$ cat src/rtl/gen_wr_arbiter.sv
`default_nettype none
// ============================================================================
// Module      : gen_wr_arbiter
// Description : Four-way round-robin write arbiter for a gen register block.
//               A granted requester's data is written with a one-cycle
//               active-low strobe. After a settle delay the register is read
//               back and compared. The requester then receives a one-cycle
//               ack. A readback mismatch sets a sticky error flag and
//               records the offending requester.
// Revision    : 1.0 - initial release
// ============================================================================
module gen_wr_arbiter #(
    parameter int bus_width = 15,   // MSB index of the data bus
    parameter int SETTLE    = 2     // settle cycles before readback, 1..15
) (
    input  logic                         sysclk,
    input  logic                         reset,
    input  logic [3:0]                   req,
    input  logic [4*(bus_width+1)-1:0]   wdata,
    input  logic                         err_clr,
    input  logic [bus_width:0]           rdout,
    output logic                         wrb,
    output logic [bus_width:0]           din,
    output logic [3:0]                   ack,
    output logic                         busy,
    output logic                         err,
    output logic [1:0]                   err_src
);

    localparam int         c_DW          = bus_width + 1;
    localparam logic [3:0] c_SETTLE_LAST = 4'(SETTLE - 1);

    typedef enum logic [1:0] {
        S_IDLE   = 2'd0,
        S_WRITE  = 2'd1,
        S_SETTLE = 2'd2,
        S_CHECK  = 2'd3
    } state_t;

    state_t            state_q,   state_d;
    logic [1:0]        ptr_q,     ptr_d;
    logic [1:0]        gnt_q,     gnt_d;
    logic [3:0]        cnt_q,     cnt_d;
    logic              wrb_q,     wrb_d;
    logic [c_DW-1:0]   din_q,     din_d;
    logic [3:0]        ack_q,     ack_d;
    logic              busy_q,    busy_d;
    logic              err_q,     err_d;
    logic [1:0]        err_src_q, err_src_d;

    logic [c_DW-1:0]   w_slot [4];
    logic              w_found;
    logic [1:0]        w_pick;
    logic [1:0]        w_cand;

    // Split the packed write-data bus into one word per requester
    generate
        for (genvar g = 0; g < 4; g++) begin : g_slot
            assign w_slot[g] = wdata[g*c_DW +: c_DW];
        end
    endgenerate

    // Round-robin search: the first set req bit at or above ptr, wrapping mod 4.
    // The loop walks downward, so the candidate closest to ptr is written last and wins.
    always_comb begin
        w_found = 1'b0;
        w_pick  = ptr_q;
        w_cand  = ptr_q;
        for (int k = 3; k >= 0; k--) begin
            w_cand = ptr_q + 2'(k);
            if (req[w_cand]) begin
                w_found = 1'b1;
                w_pick  = w_cand;
            end
        end
    end

    // Next-state and registered-output logic for the write/settle/check sequence
    always_comb begin
        state_d   = state_q;
        ptr_d     = ptr_q;
        gnt_d     = gnt_q;
        cnt_d     = cnt_q;
        wrb_d     = 1'b1;
        din_d     = din_q;
        ack_d     = 4'b0000;
        err_d     = err_q;
        err_src_d = err_src_q;

        // A mismatch detected later in this block overrides the clear
        if (err_clr) begin
            err_d = 1'b0;
        end

        case (state_q)
            S_IDLE: begin
                if (w_found) begin
                    state_d = S_WRITE;
                    gnt_d   = w_pick;
                    ptr_d   = w_pick + 2'd1;
                    din_d   = w_slot[w_pick];
                    wrb_d   = 1'b0;
                end
            end
            S_WRITE: begin
                state_d = S_SETTLE;
                cnt_d   = 4'd0;
            end
            S_SETTLE: begin
                if (cnt_q == c_SETTLE_LAST) begin
                    state_d = S_CHECK;
                    cnt_d   = 4'd0;
                    ack_d   = 4'b0001 << gnt_q;
                end else begin
                    cnt_d   = cnt_q + 4'd1;
                end
            end
            S_CHECK: begin
                state_d = S_IDLE;
                // din_q still holds the latched word, so it serves as the reference
                if (rdout != din_q) begin
                    err_d     = 1'b1;
                    err_src_d = gnt_q;
                end
            end
            default: begin
                state_d = S_IDLE;
            end
        endcase

        busy_d = (state_d != S_IDLE);
    end

    // State and output registers; reset aborts any transaction in flight
    always_ff @(posedge sysclk or posedge reset) begin
        if (reset) begin
            state_q   <= S_IDLE;
            ptr_q     <= 2'd0;
            gnt_q     <= 2'd0;
            cnt_q     <= 4'd0;
            wrb_q     <= 1'b1;
            din_q     <= '0;
            ack_q     <= 4'b0000;
            busy_q    <= 1'b0;
            err_q     <= 1'b0;
            err_src_q <= 2'd0;
        end else begin
            state_q   <= state_d;
            ptr_q     <= ptr_d;
            gnt_q     <= gnt_d;
            cnt_q     <= cnt_d;
            wrb_q     <= wrb_d;
            din_q     <= din_d;
            ack_q     <= ack_d;
            busy_q    <= busy_d;
            err_q     <= err_d;
            err_src_q <= err_src_d;
        end
    end

    assign wrb     = wrb_q;
    assign din     = din_q;
    assign ack     = ack_q;
    assign busy    = busy_q;
    assign err     = err_q;
    assign err_src = err_src_q;

endmodule
`default_nettype wire
$ cat config.mk
export PLATFORM = sky130hd
export DESIGN_NAME = gen_wr_arbiter
export DESIGN_NICKNAME = d
export VERILOG_FILES = /design/src/rtl/gen_wr_arbiter.sv
export SDC_FILE = /design/constraint.sdc
export NUM_CORES = 1
export LEC_CHECK = 0
export ABC_CLOCK_PERIOD_IN_PS = 2000
export BUFFER_PORTS_ARGS = -buffer_cell sky130_fd_sc_hd__buf_2
export CAP_MARGIN = 20
export CORE_MARGIN = 2
export CORE_UTILIZATION = 42
export CTS_CLUSTER_DIAMETER = 120
export CTS_CLUSTER_SIZE = 10
export DETAILED_ROUTE_END_ITERATION = 12
export MAX_ROUTING_LAYER = met4
export PLACE_DENSITY = 0.84
export RECOVER_POWER = 50
export SLEW_MARGIN = 40
export SYNTH_ARGS = -nofsm -noshare
export SYNTH_HDL_FRONTEND = slang
export SYNTH_SLANG_ARGS = --single-unit
$ cat constraint.sdc
create_clock -name sysclk -period 2 [get_ports sysclk]
set_clock_uncertainty 0.15 [all_clocks]
set_input_delay 0.2 -clock sysclk [delete_from_list [all_inputs] [get_ports sysclk]]
set_output_delay 0.2 -clock sysclk [all_outputs]
set_load 0.1 [all_outputs]
==> impl_summary.txt <==
----------------------------------------------------
[Status]
  Run status ... finished with violations
  Failing checks ... negative setup slack

[Clock network]
  Clk_lat worst skew ... 0.30 ns
  Worst-path clk slew ... 0.08 ns
  Bufs on Longest Clock Path ... 2
  H-tree depth ... 2
  Root Driver ... sky130_fd_sc_hd__clkbuf_8
  Number of sinks driven by the clock tree ... 35
  Number of CTS-inserted buffers ... 5
  Clock tree from TritonCTS ... yes

[Drt]
  Detailed Route WL ... 8.09 mm
  Count of nets left with antenna violations after detail routing ... 0
  Number of DRC violations after detailed-routing iteration 0 ... 131
  Vias post-DR ... 2,392
  Count of unresolved DRC violations after routing ... 0
  Detailed-route wire length per cell ... 19.1 um
  Router iterations before antenna repair ... 4
  Vias/cell ... 5.64

[Floorplanning]
  Core Area ... 0.00514 sq mm
  Die extent in y ... 77.2 um
  Row cnt ... 26
  Overall die area ... 0.00596 sq mm
  Top-level I/O count ... 112
  Die width ... 77.2 um
  Initial core utilization ... 43.8%

[Placed design]
  Dpl ws ... -0.196 ns
  Routability cong. ... 0.932
  Number of port buffers ... 111
  Count of placed standard cells including taps ... 412
  Post-detail-place hpwl ... 5.25 mm

[Pwr]
  Combinational Power Share ... 71.3%
  Share of total power in the clock network ... 7.8%
  Total power ... 6.67 mW
  Cell leakage power ... 1.54 nW
  Switching share of total power ... 57.3%
  Relative contribution of sequential cells to total power ... 20.9%
  Internal power ... 2.85 mW
  Max VDD drop ... 0.00104 V
  Net switching power figure ... 3.83 mW
  Total power per unit cell area ... 1830 mW/mm^2

[Logic synthesis]
  Syn Area/Cell ... 10.4 sq um
  Synth Net Count ... 307
  Synth top area share ... 37.8%
  Flops & latches, synth ... 35
  Yosys warning total ... 0
  Most area-hungry cell type in the Yosys netlist ... sky130_fd_sc_hd__dfrtp_1
  Async set-or-reset flop fraction in the synthesized netlist ... 100%
  Portion of the post-synthesis area used by sequential elements ... 39.0%
  Top FF cell, synth ... sky130_fd_sc_hd__dfrtp_1
  Post-synthesis cell area ... 0.00225 sq mm
  Top post-synthesis cells by area ... sky130_fd_sc_hd__dfrtp_1 38%, sky130_fd_sc_hd__mux2i_1 7.6%, sky130_fd_sc_hd__nor4b_1 6.6%
  Cells after Synth ... 216
  Most common cell in the netlist ... sky130_fd_sc_hd__dfrtp_1
  Most frequent cells after synthesis ... 34 x sky130_fd_sc_hd__dfrtp_1, 20 x sky130_fd_sc_hd__nor2_1, 17 x sky130_fd_sc_hd__mux2i_1, 17 x sky130_fd_sc_hd__nor4b_1, 17 x sky130_fd_sc_hd__xnor2_1
  EDFF count, synth ... 0
  Synth cell types ... 40

[Global route]
  Total global-route track usage ... 24.6%
  Largest net degree at the start of global routing ... 36
  Remaining Overflow, GRT ... 0
  Global-route wire length before repair ... 11.2 mm
  Via count of the first global-routing pass ... 2,352
  Antenna violations before repair ... 0

[Final layout]
  Antenna diode instance count ... 0
  Count of nets after finishing ... 444
  Ratio of cells with drive above 1 in the final layout ... 62.4%
  Fillcell total ... 363
  Layout overhead on the synthesized area ... 62.1%
  Non-filler cells, final ... 424
  Seq. cell area ... 921 sq um
  Area taken by multi-input logic gates ... 0.00165 sq mm

[STA]
  Post-Route Setup TNS ... -0.266 ns
  Worst slew margin relative to its limit ... 43.7%
  Unrepaired setup endpoints after global routing ... true
  Number of endpoints failing setup at the final stage ... 14
  Max Clock Freq ... 0.490 GHz
  Final hold violation count ... 0
  Post-route fraction of the period consumed by the critical path ... 102%
  Final period demand of the worst path ... 2.04 ns
  Pins Over Slew Limit ... 0
  Final setup margin ... -0.0423 ns
  Worst-Margin Slew ... 0.844 ns

[Setup path]
  Setup Crit Path Kind ... reg2reg
  Slowest cell on crit path ... sky130_fd_sc_hd__dfrtp_2
  Reg2reg path depth ... 7
  Slack of the worst reg-to-reg path ... -0.04 ns
  Worst path max stage delay ... 0.42 ns
  Endpoint required time on the critical path ... 2.05 ns
  Arrival time worst endpoint ... 2.09 ns
  Crit path capture type ... flop
  Crit-path cells ... nor2b_4 > o21a_4 > or3_4 > buf_12 > buf_6 > mux2i_1 > a211oi_1
  RR Startpoint ... ptr_q[0]$_DFFE_PP0P_
  Endpoint of the lowest-slack register-to-register path ... din[8]$_DFFE_PP0P_
  Launch point of the worst path ... ptr_q[0]$_DFFE_PP0P_
  Sort of element at the start of the critical path ... flop
  Max FO, Critical Path ... 16
  Capturing element of the worst setup path ... din[8]$_DFFE_PP0P_

[Worst hold path]
  Type of the tightest min-delay check ... in2reg

[Flow run]
  Max capacitance violation total ... 0

----------------------------------------------------
power by group through the flow:
stage          registers [mW]  logic (mW)  clock network (mW)
2_1_floorplan            2.90        1.47                   0
3_3_place_gp             1.35        3.92                   0
3_5_place_dp             1.36        3.99                   0
4_1_cts                  1.35        4.16               0.517
5_1_grt                  1.42        4.97               0.559
6_report                 1.39        4.76               0.523
flip-flops by register name, summed over array words and instances, names as in the netlist:
register	count
din	16
ptr_q	2
busy	1
err	1
err_src	2
state_q	2
ack	4
wrb	1
cnt_q	4
gnt_q	2
metal layers:
| layer | GRT usage [%] | wire (um) | vias to the layer above |
|---|---|---|---|
| met1 | 29.2 | 3120 | 1143 |
| met4 | 9.82 | 359 | 0 |
| met3 | 5.41 | 521 | 30 |
| met2 | 40.7 | 4100 | 128 |
| met5 | - | 0 | - |
| li1 | - | - | 1091 |
critical path, delay by kind of cell, from the launching register on:
kind,cells,cell delay (ns)
buffers and inverters,2,0.32
muxes,1,0.11
DFF,1,0.42
AOI/OAI and AO/OA,2,0.46
and+or+nand+nor,2,0.48
logic make-up after synthesis:
group / synth area share, %
compound gates: 19.9
xor+xnor: 6.62
fa+ha+maj: 2.22
buf+inv: 4.89
flops: 39.0
mux: 9.07
simple gates: 18.3
repair_timing:
item,in CTS,in global routing
hold buffers,2,0
gates resized for setup,19,45
endpoints found under the hold margin,35,0
endpoints found under the setup margin,16,18
pin swaps,0,17
buffers inserted,0,2
area by class of cell:
type	count	share of cell area, %
inverters	8	0.824
clock inverters	3	0.549
flip-flops and latches	35	25.3
multi-input cells	159	45.3
well taps	70	2.40
repair buffers	144	23.7
clock buffers	5	1.89
worst min path at each step:
| stage | startpoint | to | slack, ns | depth (start not counted) |
|---|---|---|---|---|
| global placement | reset | err$_DFF_PP0_ | 0.17 | 3 |
| detailed placement | reset | err_src[1]$_DFFE_PP0P_ | 0.17 | 3 |
| floorplan | err_clr | err$_DFF_PP0_ | 0.15 | 1 |
| CTS | wdata[24] | din[8]$_DFFE_PP0P_ | 0.09 | 3 |
| finish | wdata[17] | din[1]$_DFFE_PP0P_ | 0.09 | 3 |
| global route | wdata[23] | din[7]$_DFFE_PP0P_ | 0.10 | 3 |
per-stage QoR:
step | util (%) | instance area [sq um] | hold slack (ns)
2_1_floorplan | - | 2310 | 0.146
3_3_place_gp | 60.6 | 3110 | 0.167
3_5_place_dp | 60.6 | 3110 | 0.167
4_1_cts | 64.5 | 3310 | 0.0886
5_1_grt | 70.9 | 3650 | 0.102
6_report | 70.9 | 3650 | 0.0873
placed cells by master (no fill, tap or decap), drive strengths merged, types with 2 or more instances in the layout:
master and n:
o31ai 2, nand2 9, nor3b 3, inv 8, a2111oi 16, clkinvlp 2
o21ai 8, ha 4, or2 2, nand4 4, mux2 3, mux2i 17
buf 139, and4 2, a21oi 3, nor2 20, a211oi 16, nor2b 3
clkbuf 8, xnor2 17, nor4b 17, dlygate4sd3 2, dfrtp 34
Note: power is estimated with default switching activity, not from simulation.
